==> config.mk <==
export PLATFORM = sky130hd
export DESIGN_NAME = brick_draw
export DESIGN_NICKNAME = d
export VERILOG_FILES = /design/src/rtl/brick_draw.sv
export SDC_FILE = /design/constraint.sdc
export NUM_CORES = 1
export LEC_CHECK = 0
export BUFFER_PORTS_ARGS = -buffer_cell sky130_fd_sc_hd__buf_2
export CAP_MARGIN = 25
export CORE_AREA = 8 8 90 92
export CTS_CLUSTER_SIZE = 24
export DETAILED_ROUTE_END_ITERATION = 7
export DIE_AREA = 0 0 98 100
export HOLD_SLACK_MARGIN = 0.05
export PLACE_DENSITY = 0.71
export SKIP_LAST_GASP = 1
export SLEW_MARGIN = 30
export SYNTH_ARGS = -nofsm -noshare
export SYNTH_HDL_FRONTEND = slang
export SYNTH_SLANG_ARGS = --single-unit
export TNS_END_PERCENT = 30
==> constraint.sdc <==
create_clock -name clk -period 2.9 [get_ports clk]
set_input_delay 0.29 -clock clk [delete_from_list [all_inputs] [get_ports clk]]
set_output_delay 0.29 -clock clk [all_outputs]
set_load 0.01 [all_outputs]
==> src/rtl/brick_draw.sv <==
// Brick rasteriser: latches one brick on start, then emits one VGA pixel write
// per clock in raster order, with health-based colour and a 1-pixel mortar gap.
module brick_draw #(
  parameter int         BRICK_W  = 10,
  parameter int         BRICK_H  = 5,
  parameter int         SCREEN_W = 160,
  parameter int         SCREEN_H = 120,
  parameter logic [2:0] COL_BG   = 3'b000,
  parameter logic [2:0] COL_H1   = 3'b010,
  parameter logic [2:0] COL_H2   = 3'b110,
  parameter logic [2:0] COL_H3   = 3'b100
) (
  input  logic       clk,
  input  logic       resetn,
  input  logic       start,
  input  logic [9:0] x_in,
  input  logic [9:0] y_in,
  input  logic [1:0] health_in,
  output logic [9:0] vga_x,
  output logic [9:0] vga_y,
  output logic [2:0] colour,
  output logic       plot,
  output logic       busy,
  output logic       done
);

  typedef enum logic [1:0] {S_IDLE, S_DRAW, S_DONE} state_t;

  localparam logic [5:0]  PX_LAST = 6'(BRICK_W - 1);
  localparam logic [5:0]  PY_LAST = 6'(BRICK_H - 1);
  localparam logic [10:0] SW      = 11'(SCREEN_W);
  localparam logic [10:0] SH      = 11'(SCREEN_H);

  state_t     state_q, state_d;
  logic [5:0] px_q, px_d, py_q, py_d;
  logic [9:0] x_l_q, x_l_d, y_l_q, y_l_d;
  logic [1:0] h_l_q, h_l_d;
  logic [9:0] vga_x_q, vga_x_d, vga_y_q, vga_y_d;
  logic [2:0] colour_q, colour_d;
  logic       plot_q, plot_d, busy_q, busy_d, done_q, done_d;

  logic [9:0] sx, sy;
  logic [2:0] hcol;
  logic       gap;

  // Sums wrap modulo 1024; clipped pixels still take their cycle.
  assign sx  = x_l_q + 10'(px_q);
  assign sy  = y_l_q + 10'(py_q);
  assign gap = (px_q == PX_LAST) || (py_q == PY_LAST);

  always_comb begin
    unique case (h_l_q)
      2'd1:    hcol = COL_H1;
      2'd2:    hcol = COL_H2;
      2'd3:    hcol = COL_H3;
      default: hcol = COL_BG;
    endcase
  end

  always_comb begin
    state_d  = state_q;
    px_d     = px_q;
    py_d     = py_q;
    x_l_d    = x_l_q;
    y_l_d    = y_l_q;
    h_l_d    = h_l_q;
    vga_x_d  = vga_x_q;
    vga_y_d  = vga_y_q;
    colour_d = colour_q;
    plot_d   = 1'b0;
    busy_d   = busy_q;
    done_d   = 1'b0;
    unique case (state_q)
      S_IDLE: begin
        busy_d = 1'b0;
        if (start) begin
          x_l_d   = x_in;
          y_l_d   = y_in;
          h_l_d   = health_in;
          px_d    = '0;
          py_d    = '0;
          busy_d  = 1'b1;
          state_d = S_DRAW;
        end
      end
      S_DRAW: begin
        vga_x_d  = sx;
        vga_y_d  = sy;
        colour_d = gap ? COL_BG : hcol;
        plot_d   = ({1'b0, sx} < SW) && ({1'b0, sy} < SH);
        if (px_q == PX_LAST) begin
          px_d = '0;
          if (py_q == PY_LAST) begin
            py_d    = '0;
            state_d = S_DONE;
          end else begin
            py_d = py_q + 6'd1;
          end
        end else begin
          px_d = px_q + 6'd1;
        end
      end
      S_DONE: begin
        // Return straight to IDLE so a start on the next edge is accepted.
        done_d  = 1'b1;
        state_d = S_IDLE;
      end
      default: state_d = S_IDLE;
    endcase
  end

  always_ff @(posedge clk or posedge resetn) begin
    if (resetn) begin
      state_q  <= S_IDLE;
      px_q     <= '0;
      py_q     <= '0;
      x_l_q    <= '0;
      y_l_q    <= '0;
      h_l_q    <= '0;
      vga_x_q  <= '0;
      vga_y_q  <= '0;
      colour_q <= '0;
      plot_q   <= 1'b0;
      busy_q   <= 1'b0;
      done_q   <= 1'b0;
    end else begin
      state_q  <= state_d;
      px_q     <= px_d;
      py_q     <= py_d;
      x_l_q    <= x_l_d;
      y_l_q    <= y_l_d;
      h_l_q    <= h_l_d;
      vga_x_q  <= vga_x_d;
      vga_y_q  <= vga_y_d;
      colour_q <= colour_d;
      plot_q   <= plot_d;
      busy_q   <= busy_d;
      done_q   <= done_d;
    end
  end

  assign vga_x  = vga_x_q;
  assign vga_y  = vga_y_q;
  assign colour = colour_q;
  assign plot   = plot_q;
  assign busy   = busy_q;
  assign done   = done_q;

endmodule

; After elaboration in Yosys (flattened, before gate mapping)
; Cells that the tools add are included.
[totals]
output_inout_bits = 26
memories = 0
reg_bits = 62
latchBits = 0
mem_bits_ro = 0
in_bits = 25
wordCells = 51
ram_bits = 0
[classes]
magnitude_cmp = 2
n_shift = 0
n_reduce_logical = 8
eq_ne = 10
mux = 15
mul = 0
addsub = 4
div = 0
n_bitwise = 0
[ops]
columns = op, n
row1 = $mux W6, 4
row2 = $pmux W6 S2, 2
row3 = $add A10 B6 Y10, 2
row4 = $add A6 B1 Y6 const B, 2
row5 = $lt A10 B7 Y1 const B, 1
row6 = $lt A10 B8 Y1 const B, 1
row7 = $pmux W3 S3, 1
row8 = $eq A2 B2 Y1 const B, 3
row9 = $eq A6 B3 Y1 const B, 1
row10 = $eq A6 B4 Y1 const B, 1
row11 = $mux W2, 3
row12 = $ne A2 B2 Y1 const B, 3
row13 = $reduce_and A3 Y1, 2
row14 = $eq A2 B1 Y1 const B, 2
row15 = $pmux W2 S2, 1
row16 = $reduce_and A2 Y1, 2
row17 = $mux W1, 3
row18 = $mux W3, 1
row19 = $logic_not A2 Y1, 1
row20 = $reduce_bool A2 Y1, 1
row21 = $logic_and A1 B1 Y1, 1
row22 = $logic_or A1 B1 Y1, 1

; Depth between registers and ports, before layout
; Gate-level depths: netlist of run 1.
[logic_depth]
depth_word = 4
ltp_mapped = 9
mapped_depth_nobuf = 9

; Worst setup path before layout of run 1
; Ideal clock, no wire load.
[synth_path]
kind = register to register
startpoint = register py_q[0]
endpoint = register plot_q (netlist: plot)
path_buffers = 0
setup_ns = 0.095
path_slack_ns = 0.634
required_ns = 2.805
arrival_ns = 2.171
synth_period_minus_slack_ns = 2.266
path_stages_with_launch = 10
path_cell_list = dfrtp_1 > ha_1 > inv_1 > fa_1 > nor2b_4 > o31a_1 > o21a_1 > or3_1 > a41o_1 > nor4b_2
[synth_via]
elab_chain_cells = 4
[synth_lines]
columns = element, line_no
row1 = start: declaration, 35  ; logic [5:0] px_q, px_d, py_q, py_d;
row2 = start signal: assignment, 129  ; py_q <= py_d;
row3 = $add A10 B6 Y10, 48  ; assign sy = y_l_q + 10'(py_q);
row4 = $lt A10 B7 Y1, 90  ; plot_d = ({1'b0, sx} < SW) && ({1'b0, sy} < SH);
row5 = $logic_and A1 B1 Y1, 90
row6 = $mux W1, 73  ; unique case (state_q)
row7 = named net plot_d, 40  ; logic plot_q, plot_d, busy_q, busy_d, done_q, done_d;
row8 = end signal: assignment, 136  ; plot_q <= plot_d;
row9 = end: declaration, 40
; The timed path passes the listed nets, and every way through them passes these cells.
; A chain may end at the register's enable or synchronous reset.

; Worst setup path in the final report of run 1
[layout_path]
startpoint = register px_q[0]
endpoint = register plot_q (netlist: plot)
[layout_via]
elab_chain_cells = 4
[layout_lines]
columns = element, line_no
row1 = start: declaration, 35
row2 = start signal: assignment, 128  ; px_q <= px_d;
row3 = $add A10 B6 Y10, 47  ; assign sx = x_l_q + 10'(px_q);
row4 = $lt A10 B8 Y1, 90
row5 = $logic_and A1 B1 Y1, 90
row6 = $mux W1, 73
row7 = named net plot_d, 40
; The timed path passes the listed nets, and every way through them passes these cells.

==> results of run 1 <==
==> per-layer routing <==
metal,wire [um],track usage (%),vias to the layer above
met4,62,6.71,0
met1,3190,18.9,1206
met5,0,0,-
met3,307,3.53,5
li1,-,-,1236
met2,3580,26.5,49
==> final timing paths <==
path / depth (start not counted) / endpoint / startpoint
min in group clk: 3 / h_l_q[1] / health_in[1]
worst max register to register: 9 / plot / px_q[0]
worst min-delay path: 2 / px_q[4] / resetn
worst max-delay path: 9 / plot / px_q[0]
worst min register to register: 2 / vga_y[2] / vga_y[2]
max in group asynchronous: 3 / state_q[1] / resetn
==> stage by stage <==
stage | util (%) | hold slack (ns)
finish | 56.8 | 0.0622
global route | 56.8 | 0.129
CTS | 56.8 | 0.157
detailed placement | 53.9 | 0.466
global placement | 53.9 | 0.457
floorplan | - | 0.407
==> flip-flops by register name, summed over array words and instances, names as in the netlist <==
| register | count |
|---|---|
| y_l_q | 10 |
| h_l_q | 2 |
| done | 1 |
| px_q | 6 |
| busy | 1 |
| x_l_q | 10 |
| vga_x | 10 |
| vga_y | 10 |
| plot | 1 |
| colour | 2 |
| state_q | 2 |
| py_q | 6 |
==> worst reg2reg max path, stage by stage (launching register included) <==
cell                      delay, ns
sky130_fd_sc_hd__dfrtp_1       0.44
sky130_fd_sc_hd__ha_1          0.21
sky130_fd_sc_hd__inv_1         0.06
sky130_fd_sc_hd__fa_1          0.37
sky130_fd_sc_hd__nor2b_1       0.19
sky130_fd_sc_hd__o221a_2       0.28
sky130_fd_sc_hd__mux2i_1       0.24
sky130_fd_sc_hd__nand2_1       0.08
sky130_fd_sc_hd__a41o_1        0.23
sky130_fd_sc_hd__nor4b_2       0.25
==> cell usage in the layout, fill, tap and decap left out, types with 2 or more instances in the layout <==
| cell | instances |
|---|---|
| sky130_fd_sc_hd__inv_1 | 13 |
| sky130_fd_sc_hd__o211ai_1 | 2 |
| sky130_fd_sc_hd__nand3_1 | 7 |
| sky130_fd_sc_hd__o22ai_1 | 2 |
| sky130_fd_sc_hd__a211oi_1 | 2 |
| sky130_fd_sc_hd__clkbuf_8 | 10 |
| sky130_fd_sc_hd__and3_1 | 2 |
| sky130_fd_sc_hd__nor2_1 | 17 |
| sky130_fd_sc_hd__xor2_1 | 6 |
| sky130_fd_sc_hd__o21a_1 | 4 |
| sky130_fd_sc_hd__o41ai_1 | 2 |
| sky130_fd_sc_hd__nor3b_1 | 5 |
| sky130_fd_sc_hd__mux2_2 | 18 |
| sky130_fd_sc_hd__o31a_1 | 2 |
| sky130_fd_sc_hd__nand2_1 | 42 |
| sky130_fd_sc_hd__nand2b_1 | 5 |
| sky130_fd_sc_hd__o21ai_1 | 8 |
| sky130_fd_sc_hd__nor4b_1 | 3 |
| sky130_fd_sc_hd__clkbuf_1 | 2 |
| sky130_fd_sc_hd__buf_4 | 3 |
| sky130_fd_sc_hd__fa_1 | 2 |
| sky130_fd_sc_hd__nand3b_1 | 2 |
| sky130_fd_sc_hd__a31oi_1 | 3 |
| sky130_fd_sc_hd__nor2b_1 | 4 |
| sky130_fd_sc_hd__o31ai_1 | 3 |
| sky130_fd_sc_hd__buf_2 | 49 |
| sky130_fd_sc_hd__clkinv_2 | 3 |
| sky130_fd_sc_hd__or2_1 | 2 |
| sky130_fd_sc_hd__a21oi_1 | 7 |
| sky130_fd_sc_hd__nor3_1 | 5 |
| sky130_fd_sc_hd__o21ai_0 | 32 |
| sky130_fd_sc_hd__dfrtp_1 | 61 |
| sky130_fd_sc_hd__xnor2_1 | 7 |
| sky130_fd_sc_hd__ha_1 | 19 |
==> cells by family (layout without fill, tap and decap cells) <==
group / Yosys count / count (layout) / synth area share [%]
AOI/OAI and AO/OA: 77 / 77 / 14.8
xor gates and xnor gates: 13 / 13 / 3.50
adders and majority gates: 21 / 21 / 8.53
buffers and inverters: 25 / 83 / 3.03
DFF: 61 / 61 / 46.9
muxes: 19 / 19 / 6.53
other: 1 / 1 / 0.115
and+or+nand+nor: 104 / 104 / 16.6
==> final cells by class <==
cell class	count	area, um2	share of cell area [%]
multi-input cells	235	1630	43.2
well taps	80	100	2.65
inverters	15	57.6	1.52
repair buffers	52	268	7.09
flip-flops and latches	61	1530	40.4
clock buffers	12	145	3.84
clock inverters	4	47.5	1.26
==> where the power goes <==
| group | switching, W | internal (W) |
|---|---|---|
| logic | 0.000422 | 0.000350 |
| clock network | 0.000331 | 0.000418 |
| registers | 0.000160 | 0.00103 |
| total | 0.000913 | 0.00180 |
==> metrics.md, run 1 <==
| Metric | Value |
|---|---|
| Run status | `complete, no violations` |
| # diodes | `0` |
| Crit-path leading delay family | `adder cells` |
| Crit Path Class | `flop to flop` |
| Setup Buffers After CTS | `0` |
| Tot Pwr | `0.00271 W` |
| Routability-driven placement congestion ratio | `0.839` |
| IO buf count | `49` |
| Floorplan core area | `6640 um2` |
| Global-route wire length before repair | `12.6 mm` |
| Via count of the first global-routing pass | `2630` |
| Unrepaired setup endpoints after global routing | `no` |
| Total count of hold-check failures in the final report | `0` |
| Period Utilization, post-route | `83.9%` |
| Post-route worst setup slack | `0.467 ns` |
| Setup clock skew after layout | `0.0110 ns` |
| Kind of launch point of the worst setup path | `flop` |
| Fraction of post-synthesis cell area in the top cell type by area | `46.9%` |
| Number of sinks on the clock net | `61` |
| Congestion Overflow GR | `0` |
| Starting DRC count in detailed routing | `69` |
| Number of distinct library cell variants in the gate-level netlist after synthesis | `55` |
| Deepest clock path buffer count | `2` |
| Cell area after layout | `3780 um2` |
| Worst endpoint required time | `3.15 ns` |
| Post-synth EDFFs | `0` |
| Maxcap violations | `0` |
| Setup TNS | `0 ns` |
| Register area share after synthesis | `46.9%` |
| Syn avg cell area | `10.1 um2` |
| CTS tree | `yes` |
| Primary FF master, synth | `sky130_fd_sc_hd__dfrtp_1` |
| Post-DR vias/cell | `5.44` |
| DRC violation count after routing | `0` |
| Syn_nets | `367` |
| Wire length per cell after detailed routing | `15.6 um` |
| Clock transition time at the flip-flop clock pins of the worst setup and hold paths | `0.07 ns` |
| Clock Tree Root | `sky130_fd_sc_hd__clkbuf_8` |
| Number of placed cells counting well taps | `443` |
| Crit path max fanout | `6` |
| Worst slew margin | `49.6%` |
| Detailed-placement wirelength estimate | `5.21 mm` |
| CTS hold repair buffers | `0` |
| R2R Setup Slk | `0.47 ns` |
| Number of ports placed on the die boundary | `51` |
| DRT Pass-1 Iters | `4` |
| Chip Height | `100 um` |
| Slowest cell on crit path | `sky130_fd_sc_hd__dfrtp_1` |
| Ys Warns | `0` |
| Hold crit path type | `primary input to async pin` |
| CP Data Arrival Time | `2.68 ns` |
| Detailed-route wire length | `7.14 mm` |
| Largest voltage drop on the vdd net | `0.424 mV` |
| Area growth from synthesis to layout | `15.9%` |
| Die footprint | `9800 um2` |
| Core Rows | `30` |
| Max Clock Freq | `0.411 GHz` |
| Type of element capturing the critical path | `flop` |
| All-layer global routing usage | `15.7%` |
| Largest stage delay, worst path | `0.44 ns` |
| Number of routed nets with antenna violations | `0` |
| Cell Pwr Density | `718 nW/um2` |
| Most common cell in the synthesized netlist | `sky130_fd_sc_hd__dfrtp_1` |
| Clock insertion delay at the later pin of the skew report | `0.34 ns` |
| Worst Tran Pin Value | `0.755 ns` |
| Number of buffers inserted during clock tree synthesis | `9` |
| Initial cell density of the core | `49.0%` |
| Combined area of all synthesized cells | `3260 um2` |
| Flops & latches, synth | `61` |
| Pin count of the biggest net entering global routing | `45` |
| CTS HTree Levels | `3` |
| Final Max Slew Viols | `0` |
| Clock period minus worst slack | `2.43 ns` |
| Syn Inst Count | `321` |
| Static leakage | `1.74 nW` |
| Leading cell types by count after synthesis | `sky130_fd_sc_hd__dfrtp_1 (61), sky130_fd_sc_hd__nand2_1 (42), sky130_fd_sc_hd__o21ai_0 (32)` |
| Die width | `98 um` |
| Count of vias placed by the detailed router | `2496` |
| Number of antenna violations at the first check in global routing | `0` |
| Cells resized by post-CTS repair | `0` |
| Post-layout net count | `420` |
| Synth top area cells | `sky130_fd_sc_hd__dfrtp_1 (47%), sky130_fd_sc_hd__ha_1 (7.3%), sky130_fd_sc_hd__mux2_2 (6.2%)` |
| Area after detailed placement | `3580 um2` |
| Sum of buffers and inverters on the critical path | `1` |
| Fill cell instance count of the final layout | `591` |
| Final number of setup-violating endpoints | `0` |
| Count of placed standard cells in the final layout, fillers left out | `459` |
| Worst setup slack after placement | `0.480 ns` |
| Ordered cell list for the critical path | `ha_1 -> inv_1 -> fa_1 -> nor2b_1 -> o221a_2 -> mux2i_1 -> nand2_1 -> a41o_1 -> nor4b_2` |
| Fraction of final layout cells sized beyond drive strength 1 | `24.8%` |
| Fraction of registers with async set/reset | `100%` |
| Cell type contributing the most total cell area after synthesis | `sky130_fd_sc_hd__dfrtp_1` |
Power figures use the tool's default switching activity.
==> run 2: changes to the inputs <==
Clock period 2.9 ns to 2.4 ns, I/O delays scaled along.
==> run 2 against run 1 <==
  * Routed wire length rose by 2.1%
  * Total power up 32%
  * Clock-buffer cell count stayed put
  * Design area up 4.6%
  * Register-to-register slack lost 0.36 ns
  * Sequential power grew 19%
  * Non-clock buffer count grew 13
  * Clock skew is 0.0037 ns lower
  * Global-route usage is 0.38 points higher
  * Critical path type unchanged
==> metrics.md, run 2 (synthesized netlist as in run 1, its figures left out) <==
| Metric | Value |
|---|---|
| Crit-path leading delay family | `simple AND/OR/NAND/NOR gates` |
| Core Rows | `30 (unchanged)` |
| Final Max Slew Viols | `0 (unchanged)` |
| DRC violation count after routing | `0 (unchanged)` |
| All-layer global routing usage | `16.1% (+0.38 points)` |
| Number of antenna violations at the first check in global routing | `0 (unchanged)` |
| FF/Latch Area | `1530 um2 (unchanged)` |
| Via count of the first global-routing pass | `2668 (+1.4%)` |
| CTS HTree Levels | `3 (unchanged)` |
| Largest stage delay, worst path | `0.43 ns (about the same)` |
| Floorplan core area | `6640 um2 (unchanged)` |
| Setup TNS | `0 ns (unchanged)` |
| # diodes | `0 (unchanged)` |
| Static leakage | `1.84 nW (+5.8%)` |
| Pin count of the biggest net entering global routing | `62 (+38%)` |
| Cell Pwr Density | `906 nW/um2 (+26%)` |
| Setup clock skew after layout | `0.00727 ns (-0.00372 ns)` |
| Routability-driven placement congestion ratio | `0.803 (-4.3%)` |
| Post-DR vias/cell | `5.41 (-0.46%)` |
| Starting DRC count in detailed routing | `88 (+28%)` |
| Crit path max fanout | `7 (+1)` |
| Fraction of final layout cells sized beyond drive strength 1 | `28.3% (+3.5 points)` |
| Maxcap violations | `0 (unchanged)` |
| Ordered cell list for the critical path | `ha_1 -> nor2b_4 -> o31a_1 -> o21a_1 -> or3_1 -> a41o_1 -> nor4b_2` |
| Leading cell types in the layout, fill and taps excluded | `sky130_fd_sc_hd__dfrtp_1 (61), sky130_fd_sc_hd__buf_2 (49), sky130_fd_sc_hd__nand2_1 (42)` |
| Chip Height | `100 um (unchanged)` |
| Max Clock Freq | `0.435 GHz (+5.9%)` |
| IO buf count | `49 (unchanged)` |
| Area of combinational cells with multiple inputs | `1650 um2 (+1.0%)` |
| Clock insertion delay at the later pin of the skew report | `0.35 ns (about the same)` |
| Run status | `complete, no violations` |
| Slowest cell on crit path | `sky130_fd_sc_hd__dfrtp_1` |
| Cell area after layout | `3950 um2 (+4.6%)` |
| Post-layout net count | `433 (+3.1%)` |
| Deepest clock path buffer count | `2 (unchanged)` |
| Area growth from synthesis to layout | `21.3%` |
| Initial cell density of the core | `49.0% (unchanged)` |
| Worst Tran Pin Value | `0.572 ns (-0.183 ns)` |
| Area after detailed placement | `3660 um2 (+2.2%)` |
| Detailed-placement wirelength estimate | `5.31 mm (+1.7%)` |
| Number of buffers inserted during clock tree synthesis | `9 (unchanged)` |
| Number of ports placed on the die boundary | `51 (unchanged)` |
| Fill cell instance count of the final layout | `579 (-2.0%)` |
| Worst endpoint required time | `2.66 ns (-0.49 ns)` |
| Final number of setup-violating endpoints | `0 (unchanged)` |
| Hold crit path type | `primary input to flop` |
| Clock period minus worst slack | `2.30 ns (-0.135 ns)` |
| Final hold slack | `0.104 ns (+0.0420 ns)` |
| Number of routed nets with antenna violations | `0 (unchanged)` |
| Clock transition time at the flip-flop clock pins of the worst setup and hold paths | `0.07 ns (about the same)` |
| CTS tree | `yes` |
| Kind of launch point of the worst setup path | `flop` |
| Number of sinks on the clock net | `61 (unchanged)` |
| DRT Pass-1 Iters | `4 (unchanged)` |
| Die width | `98 um (unchanged)` |
| Die footprint | `9800 um2 (unchanged)` |
| Unrepaired setup endpoints after global routing | `no` |
| Detailed-route wire length | `7.29 mm (+2.1%)` |
| Crit Path Class | `flop to flop` |
| Worst slew margin | `60.9% (+11 points)` |
| Type of element capturing the critical path | `flop` |
| Most common cell after layout, fill and taps aside | `sky130_fd_sc_hd__dfrtp_1` |
| Global-route wire length before repair | `12.6 mm (+0.17%)` |
| Clock Tree Root | `sky130_fd_sc_hd__clkbuf_8` |
| Wire length per cell after detailed routing | `15.4 um (-0.71%)` |
| Congestion Overflow GR | `0 (unchanged)` |
| Sum of buffers and inverters on the critical path | `0 (-1)` |
| Count of vias placed by the detailed router | `2555 (+2.4%)` |
| CP Data Arrival Time | `2.56 ns (-0.12 ns)` |
| Total count of hold-check failures in the final report | `0 (unchanged)` |
| Period Utilization, post-route | `95.7% (+12 points)` |
| Largest voltage drop on the vdd net | `0.599 mV (+41%)` |
==> run 2: changes by cell type in the layout (fill, tap and decap cells not counted), moves of 2 or more <==
| cell | change |
|---|---|
| sky130_fd_sc_hd__inv_1 | -2 |
| sky130_fd_sc_hd__buf_4 | +11 |
| sky130_fd_sc_hd__bufinv_16 | +2 |
| sky130_fd_sc_hd__clkinv_2 | -2 |
| sky130_fd_sc_hd__inv_2 | +3 |
==> run 2: path summary, 6_finish.rpt <==
check | startpoint | end | slack (ns) | cells after the start
max | py_q[2] | plot | 0.10 | 7
min | y_in[1] | y_l_q[1] | 0.10 | 3
max reg2reg | py_q[2] | plot | 0.10 | 7
min reg2reg | vga_y[5] | vga_y[5] | 0.48 | 2
max in group asynchronous | resetn | y_l_q[1] | 1.65 | 4
min in group asynchronous | resetn | h_l_q[0] | 0.50 | 4
==> run 2: what timing repair did <==
action	4_1_cts	5_1_grt
hold buffers	1	0
gates resized for setup	0	6
endpoints found under the setup margin	0	1
endpoints found under the hold margin	61	0
setup buffers	0	3
==> run 2: worst reg2reg max path: cells and delay by family, from the launching register on <==
family / cells / cell delay [ns]
simple gates: 3 / 0.71
fa+ha+maj: 1 / 0.36
flops: 1 / 0.43
compound gates: 3 / 0.70
==> run 2: final cells by class <==
type                    count  area share (%)
inverters                  15            1.42
multi-input cells         235            41.7
clock buffers              12            3.67
repair buffers             65            9.63
clock inverters             4            2.41
flip-flops and latches     61            38.6
well taps                  80            2.53
==> run 2: power breakdown <==
group	switching, W	leakage [nW]	internal [W]
Clock	0.000406	0.121	0.000717
Sequential	0.000173	0.758	0.00124
Combinational	0.000558	0.962	0.000483
==> run 2: metrics by stage <==
stage                     power [W]  setup slack, ns  utilization, %  instances
final                       0.00358            0.102            59.5        472
after global routing        0.00381         0.000707            59.5        472
after CTS                   0.00357           0.0296            58.9        469
after detailed placement    0.00243           0.0690            55.1        452
after global placement      0.00238            0.141            55.1        452
after floorplan             0.00206            0.134               -        321
==> run 2: routing by layer <==
metal / routed length [um] / up-vias / global-route usage (%)
li1: - / 1269 / -
met1: 3130 / 1213 / 17.8
met2: 3640 / 56 / 27.4
met3: 319 / 17 / 4.15
met4: 199 / 0 / 9.71
met5: 0 / - / 0
